--- src/rtl/gather_two_if.sv ---
// Symbol-in / byte-out bundle for gather_two: the slave modport is the
// assembler side and the master modport is the symbol source / byte consumer.
interface gather_two_if;
  logic [1:0] sym_in;
  logic       sym_valid;
  logic       sym_first;
  logic [7:0] data_out;
  logic       data_valid;
  logic       data_ack;
  logic       overrun;
  logic       frame_err;

  modport master (
    output sym_in, sym_valid, sym_first, data_ack,
    input  data_out, data_valid, overrun, frame_err
  );

  modport slave (
    input  sym_in, sym_valid, sym_first, data_ack,
    output data_out, data_valid, overrun, frame_err
  );
endinterface

--- src/rtl/gather_two.sv ---
// Gathers four MSB-first dibits into a byte with a single-entry output holding register.
// Optional partial-byte idle timeout is enabled by defining GATHER_TWO_TIMEOUT_EN.
module gather_two #(
  parameter int unsigned TIMEOUT_CYCLES = 64
) (
  input  logic        clk,
  input  logic        rst,
  gather_two_if.slave bus
);

  typedef enum logic [0:0] {
    ST_IDLE    = 1'b0,
    ST_COLLECT = 1'b1
  } state_t;

  state_t     state_q, state_d;
  logic [1:0] sym_cnt_q, sym_cnt_d;
  logic [5:0] shift_q, shift_d;
  logic [7:0] data_out_q, data_out_d;
  logic       data_valid_q, data_valid_d;
  logic       overrun_q, overrun_d;
  logic       frame_err_q, frame_err_d;

  logic       restart_s;
  logic       complete_s;
  logic       timeout_s;

  if (TIMEOUT_CYCLES < 2 || TIMEOUT_CYCLES > 255) begin : g_bad_timeout
    $error("gather_two: TIMEOUT_CYCLES must be within 2..255");
  end

  // Classify the current edge: resync restart or byte completion.
  always_comb begin
    restart_s  = 1'b0;
    complete_s = 1'b0;
    if (state_q == ST_COLLECT && bus.sym_valid) begin
      restart_s  = bus.sym_first;
      complete_s = !bus.sym_first && (sym_cnt_q == 2'd3);
    end else begin
      restart_s  = 1'b0;
      complete_s = 1'b0;
    end
  end

`ifdef GATHER_TWO_TIMEOUT_EN
  localparam logic [7:0] TMO_LAST = 8'(TIMEOUT_CYCLES - 1);

  logic [7:0] tmo_cnt_q, tmo_cnt_d;

  // Idle-cycle counter; only runs while a partial byte is held.
  always_comb begin
    tmo_cnt_d = tmo_cnt_q;
    timeout_s = 1'b0;
    if (state_q == ST_COLLECT && !bus.sym_valid) begin
      if (tmo_cnt_q == TMO_LAST) begin
        timeout_s = 1'b1;
        tmo_cnt_d = 8'd0;
      end else begin
        tmo_cnt_d = tmo_cnt_q + 8'd1;
      end
    end else begin
      tmo_cnt_d = 8'd0;
    end
  end

  // Timeout counter register.
  always_ff @(posedge clk or posedge rst) begin
    if (rst) begin
      tmo_cnt_q <= 8'd0;
    end else begin
      tmo_cnt_q <= tmo_cnt_d;
    end
  end
`else
  assign timeout_s = 1'b0;
`endif

  // State register.
  always_ff @(posedge clk or posedge rst) begin
    if (rst) begin
      state_q <= ST_IDLE;
    end else begin
      state_q <= state_d;
    end
  end

  // Next-state decode.
  always_comb begin
    state_d = state_q;
    case (state_q)
      ST_IDLE: begin
        if (bus.sym_valid) begin
          state_d = ST_COLLECT;
        end else begin
          state_d = ST_IDLE;
        end
      end
      ST_COLLECT: begin
        if (complete_s || timeout_s) begin
          state_d = ST_IDLE;
        end else begin
          state_d = ST_COLLECT;
        end
      end
      default: state_d = ST_IDLE;
    endcase
  end

  // Datapath and output-pulse decode.
  always_comb begin
    shift_d     = shift_q;
    sym_cnt_d   = sym_cnt_q;
    data_out_d  = data_out_q;
    overrun_d   = 1'b0;
    frame_err_d = 1'b0;
    if (complete_s) begin
      data_out_d = {shift_q, bus.sym_in};
      overrun_d  = data_valid_q & ~bus.data_ack;
      shift_d    = 6'd0;
      sym_cnt_d  = 2'd0;
    end else if (bus.sym_valid && (state_q == ST_IDLE || restart_s)) begin
      // Any symbol seen without a partial byte, or a resync, starts a new byte.
      shift_d     = {4'b0000, bus.sym_in};
      sym_cnt_d   = 2'd1;
      frame_err_d = restart_s;
    end else if (bus.sym_valid) begin
      shift_d   = {shift_q[3:0], bus.sym_in};
      sym_cnt_d = sym_cnt_q + 2'd1;
    end else if (timeout_s) begin
      shift_d     = 6'd0;
      sym_cnt_d   = 2'd0;
      frame_err_d = 1'b1;
    end else begin
      shift_d   = shift_q;
      sym_cnt_d = sym_cnt_q;
    end

    if (complete_s) begin
      data_valid_d = 1'b1;
    end else if (bus.data_ack) begin
      data_valid_d = 1'b0;
    end else begin
      data_valid_d = data_valid_q;
    end
  end

  // Datapath and output registers.
  always_ff @(posedge clk or posedge rst) begin
    if (rst) begin
      sym_cnt_q    <= 2'd0;
      shift_q      <= 6'd0;
      data_out_q   <= 8'h00;
      data_valid_q <= 1'b0;
      overrun_q    <= 1'b0;
      frame_err_q  <= 1'b0;
    end else begin
      sym_cnt_q    <= sym_cnt_d;
      shift_q      <= shift_d;
      data_out_q   <= data_out_d;
      data_valid_q <= data_valid_d;
      overrun_q    <= overrun_d;
      frame_err_q  <= frame_err_d;
    end
  end

  assign bus.data_out   = data_out_q;
  assign bus.data_valid = data_valid_q;
  assign bus.overrun    = overrun_q;
  assign bus.frame_err  = frame_err_q;

endmodule

--- src/flat_wrapper.sv ---
// flat-port wrapper written by rule: the top's interface ports become plain ports
module gather_two_flat 
#(
  parameter int unsigned TIMEOUT_CYCLES = 64
)
  (clk, rst, bus_sym_in, bus_sym_valid, bus_sym_first, bus_data_ack, bus_data_out, bus_data_valid, bus_overrun, bus_frame_err);
  gather_two_if bus_i ();
  input  logic clk;
  input  logic rst;
  input wire logic [$bits(bus_i.sym_in)-1:0] bus_sym_in;
  input wire logic [$bits(bus_i.sym_valid)-1:0] bus_sym_valid;
  input wire logic [$bits(bus_i.sym_first)-1:0] bus_sym_first;
  input wire logic [$bits(bus_i.data_ack)-1:0] bus_data_ack;
  output wire logic [$bits(bus_i.data_out)-1:0] bus_data_out;
  output wire logic [$bits(bus_i.data_valid)-1:0] bus_data_valid;
  output wire logic [$bits(bus_i.overrun)-1:0] bus_overrun;
  output wire logic [$bits(bus_i.frame_err)-1:0] bus_frame_err;
  assign bus_i.sym_in = bus_sym_in;
  assign bus_i.sym_valid = bus_sym_valid;
  assign bus_i.sym_first = bus_sym_first;
  assign bus_i.data_ack = bus_data_ack;
  assign bus_data_out = bus_i.data_out;
  assign bus_data_valid = bus_i.data_valid;
  assign bus_overrun = bus_i.overrun;
  assign bus_frame_err = bus_i.frame_err;
  gather_two #(.TIMEOUT_CYCLES(TIMEOUT_CYCLES)) u_core (.clk(clk), .rst(rst), .bus(bus_i));
endmodule
--- config.mk ---
export PLATFORM = sky130hd
export DESIGN_NAME = gather_two_flat
export DESIGN_NICKNAME = d
export VERILOG_FILES = /design/src/rtl/gather_two_if.sv /design/src/rtl/gather_two.sv /design/src/flat_wrapper.sv
export SDC_FILE = /design/constraint.sdc
export NUM_CORES = 1
export LEC_CHECK = 0
export CAP_MARGIN = 10
export CELL_PAD_IN_SITES_DETAIL_PLACEMENT = 0
export CELL_PAD_IN_SITES_GLOBAL_PLACEMENT = 1
export CORE_ASPECT_RATIO = 1.4
export CORE_MARGIN = 4
export CORE_UTILIZATION = 34
export DETAILED_ROUTE_END_ITERATION = 12
export PLACE_DENSITY = 0.72
export SLEW_MARGIN = 10
export SYNTH_ARGS = -nofsm -noshare
export SYNTH_HDL_FRONTEND = slang
export SYNTH_SLANG_ARGS = --single-unit
--- constraint.sdc ---
create_clock -name clk -period 1.2 [get_ports clk]
set_input_delay 0.24 -clock clk [delete_from_list [all_inputs] [get_ports clk]]
set_output_delay 0.24 -clock clk [all_outputs]
set_load 0.02 [all_outputs]
# Word-level counts from Yosys, hierarchy flattened
# Index checks and enable logic that the tools add are counted.
# totals
ff_bits	20
in_bits	7
output_inout_bits	11
elab_cells	35
# op_classes
add_sub_neg	1
n_eq_ne	1
mux	16
bitwise_logic	3
reduce_logical	7
# ops
operator	count
2-to-1 mux 6 bit	3
2-to-1 mux 1 bit	9
2-to-1 mux 2 bit	3
logical AND 1 bit	3
nonzero test 3 bit	1
adder 2 x 1 -> 2 bit, second input constant	1
equality test 2 bit, second input constant	1
NOT 1 bit	2
one-hot mux 1 bit (2 select lines)	1
nonzero test 2 bit	1
AND 1 bit	1
zero test 1 bit	1
logical OR 1 bit	1

# Longest topological paths before layout
# Gate-level depths: netlist (run 1).
# depth
ltp_word	6
mapped_depth	4
depth_no_buf	3

# Least setup slack after synthesis (run 1)
# OpenSTA, ideal clock, no wires.
# synth_path
path_kind	register to register
start	reg u_core.sym_cnt_q[0]
end	reg u_core.data_out_q[0], in the netlist u_core.bus.data_out[0]
setup_time_ps	125
arrival_ps	1170
t_required_ps	1075
setup_slack_ps	-95
stages_incl_launch_ff	5
n_path_buf	1
period_less_slack_ps	1295
cell_sequence	dfrtp_1 > ha_1 > nand4b_2 > buf_6 > mux2_4
# synth_between
elab_chain_cells	3
# synth_lines
element	line_no	rtl
from (decl)	gather_two.sv:17	logic [1:0] sym_cnt_q, sym_cnt_d;
from (signal assigned)	gather_two.sv:157	sym_cnt_q <= sym_cnt_d;
equality test 2 bit	gather_two.sv:38	complete_s = !bus.sym_first && (sym_cnt_q == 2'd3);
logical AND 1 bit	gather_two.sv:38	
2-to-1 mux 1 bit	gather_two.sv:36	if (state_q == ST_COLLECT && bus.sym_valid) begin
to (signal assigned)	gather_two.sv:159	data_out_q <= data_out_d;
to (decl)	gather_two.sv:19	logic [7:0] data_out_q, data_out_d;
# No other way between the ends.
# A chain may end at the register's enable or synchronous reset.

# Worst setup path in the final report (run 1)
# layout_path
start	reg u_core.sym_cnt_q[1]
end	reg u_core.data_out_q[0], in the netlist u_core.bus.data_out[0]
# The elaborated chain is that of the path after synthesis.

==> impl_metrics.yaml, run 1 <==
route:
  drtAntennaViolNets: 0
  wirelength_um: 1640
  detail_route.wl_per_cell_um: 13.9
  drc_errors: 0
  vias_per_cell: 5.07
  drt_iter0_drc: 5
  num_vias: 598
  first_pass_iters: 2
finish:
  area_delta_synth_final_pct: 39.9
  register_area_um2: 500
  post-route-util_pct: 49.7
  final_cell_mix: "20 x dfrtp_1, 10 x buf_4, 9 x inv_1, 9 x buf_2"
  fillCellCount: 212
  mostFrequentLayoutCell: "dfrtp_1"
  multiInputGateArea_um2: 363
  final_cell_count_no_fill: 118
  diodes: 0
  layout-drive-gt1-share_pct: 45.3
  final_nets: 104
timing:
  hold_violations: 0
  fmax_ghz: 0.801
  period_needed_ns: 1.25
  slew_headroom_pct: 82.6
  worstMarginPinSlew_ns: 0.261
  finalSetupViolCount: 10
  fin_skew_ns: 0.0135
  final.setup.worst_slack_ns: -0.0480
  slew_viol_final: 0
  hold_ws_ns: 0.247
  rsz0062_at_grt: "true"
  finalCritPeriodShare_pct: 104
global_route:
  grt-ovfl-total: 0
  grt_pass1_vias: 600
  track_usage_pct: 11.3
  grt_pass1_wl_um: 2840
  grt_max_degree: 21
  antenna_found_initial: 0
worst_setup_path:
  cp_max_fo: 6
  critical_path.max_stage_delay_ns: 0.41
  critPathSlowestCell: "dfrtp_1"
  r2r_cells: 3
  timing.rr.end: "u_core.bus.data_out[0]"
  crit_path_end_kind: "flop"
  crit_chain: "ha_4, nand4b_4, mux2_4"
  ff2ff_setup_slack_ns: -0.05
  path_class: "reg -> reg"
  crit_required_ns: 1.39
  start_kind: "flop"
  crit_arrival_ns: 1.44
  worstReg2RegStart: "u_core.sym_cnt_q[1]"
placed_design:
  placedCellCount: 108
  dp_slack_ns: -0.362
  hpwlAfterDp_um: 1040
  place.gp.congestion: 0.795
  portBuffers: 17
yosys:
  syn_inst: 66
  synth-warning-count: 0
  syn_avg_cell_area_um2: 12.7
  yosysSeqAreaShare_pct: 59.6
  netlist_area_um2: 840
  ys_seq_elements: 20
  yosysUniqueCellTypes: 20
  synth_nets: 74
floorplan:
  die-height_um: 66.8
  fp.dieW_um: 50.0
  core_um2: 2360
  dieArea_um2: 3340
  rows: 21
  start_util_pct: 35.5
  ios: 18
power:
  leakage_nw: 0.588
  seq_power_share_pct: 41.2
  pwr_density_cell_nw_per_um2: 1910
  switching_share_pct: 29.6
  fin_total_pwr_mw: 2.24
  comb_power_share_pct: 34.4
  p_switching_mw: 0.663
  vdd_ir_drop_max_uv: 777
  internal_power_mw: 1.58
  p_clk_share_pct: 24.4
min_path:
  hold_class: "in -> async"
clock_tree:
  clock-sinks: 20
  clkTransAtPathRegs_ns: 0.12
  numCtsBuffers: 3
  clk_latency_ns: 0.31
  cts_root_buf: "clkbuf_4"
  cts_tree: "yes"
  htreeDepth: 1
  clk_path_buf_depth: 2
  ctsHoldBuffers: 0
job:
  max_cap_viol_count: 0
status:
  failed_checks: "setup timing"
  outcome: "complete, but fails checks"
sequential cells by signal, summed over array words and instances (netlist names):
signal                 count
u_core.bus.data_out        8
u_core.shift_q             6
u_core.state_q             1
u_core.bus.frame_err       1
u_core.bus.data_valid      1
u_core.sym_cnt_q           2
u_core.bus.overrun         1
cell families (layout without fill, tap and decap cells):
group | Yosys count | after routing | share of synthesized area, %
buffers and inverters | 12 | 40 | 6.71
AOI/OAI and AO/OA | 9 | 9 | 7.15
adders and majority gates | 1 | 1 | 1.49
and+or+nand+nor | 16 | 17 | 11.2
DFF | 20 | 20 | 59.6
muxes | 8 | 8 | 13.9
cell usage after synthesis, drive strengths merged:
cell type	count	share of area (%)
dfrtp	20	60
inv	9	4.0
mux2	8	14
nand2	7	3.1
o22ai	7	5.2
buf	2	2.2
nand4b	2	2.8
nor2	2	0.89
a41oi	1	1.0
and3	1	0.75
and3b	1	1.0
clkbuf	1	0.45
ha	1	1.5
nand2b	1	0.75
o21a	1	0.89
or2	1	0.75
or3b	1	1.0
repair_timing:
item                       CTS  global route
setup buffers                1             4
gates cloned                 1             0
pin swaps                    4             2
resized for setup           44             6
setup endpoints to repair   26            19
cell type report:
cell class	instances	area share [%]
well taps	23	2.45
clock inverters	1	2.56
repair buffers	27	16.7
flip-flops and latches	20	42.6
clock buffers	3	1.92
inverters	9	2.88
multi-input cells	35	30.9
metrics by stage:
stage | area [um2] | TNS (ns)
2_1_floorplan | 851 | -0.203
3_3_place_gp | 1060 | -4.43
3_5_place_dp | 1060 | -5.02
4_1_cts | 1160 | -0.413
5_1_grt | 1170 | -0.822
6_report | 1170 | -0.293
power groups by stage:
| stage | clock [mW] | combinational, mW | sequential, mW |
|---|---|---|---|
| after floorplan | 0 | 0.290 | 1.07 |
| after global placement | 0 | 0.735 | 0.932 |
| after detailed placement | 0 | 0.747 | 0.937 |
| after CTS | 0.561 | 0.718 | 0.931 |
| after global routing | 0.590 | 0.834 | 0.947 |
| final | 0.547 | 0.770 | 0.923 |
worst max-delay path: cells and delay by family, from the launching register on:
kind	cells	cell delay [ns]
AND/OR/NAND/NOR	1	0.17
adder cells (fa/ha/maj)	1	0.21
multiplexers	1	0.34
flip-flops	1	0.41
routing by layer:
metal / up-vias / routed length [um] / GRT usage, %
met3: 4 / 67 / 1.79
met1: 297 / 734 / 14.2
met4: 0 / 46 / 7.27
li1: 282 / - / -
met5: - / 0 / 0
met2: 15 / 793 / 18.0
how the worst max path moves through the flow:
stage,start,slack (ns),end,depth (start not counted)
floorplan,u_core.sym_cnt_q[1],-0.03,u_core.bus.data_out[0],4
global placement,bus_sym_valid,-0.33,u_core.bus.data_out[0],3
detailed placement,bus_sym_first,-0.36,u_core.bus.data_out[5],3
CTS,u_core.sym_cnt_q[0],-0.06,u_core.bus.data_out[0],3
global route,u_core.sym_cnt_q[1],-0.1,u_core.bus.data_out[0],3
finish,u_core.sym_cnt_q[1],-0.05,u_core.bus.data_out[0],3
Power figures use the tool's default switching activity.
==> inputs of run 2 (changes only) <==
--- a/config.mk
+++ b/config.mk
@@ -12,6 +12,7 @@
 export CORE_MARGIN = 4
 export CORE_UTILIZATION = 34
 export DETAILED_ROUTE_END_ITERATION = 12
+export GPL_ROUTABILITY_DRIVEN = 0
 export PLACE_DENSITY = 0.72
 export SLEW_MARGIN = 10
 export SYNTH_ARGS = -nofsm -noshare
==> results of run 2 <==
The final DEF is identical to that of run 1; final timing and power are the same.
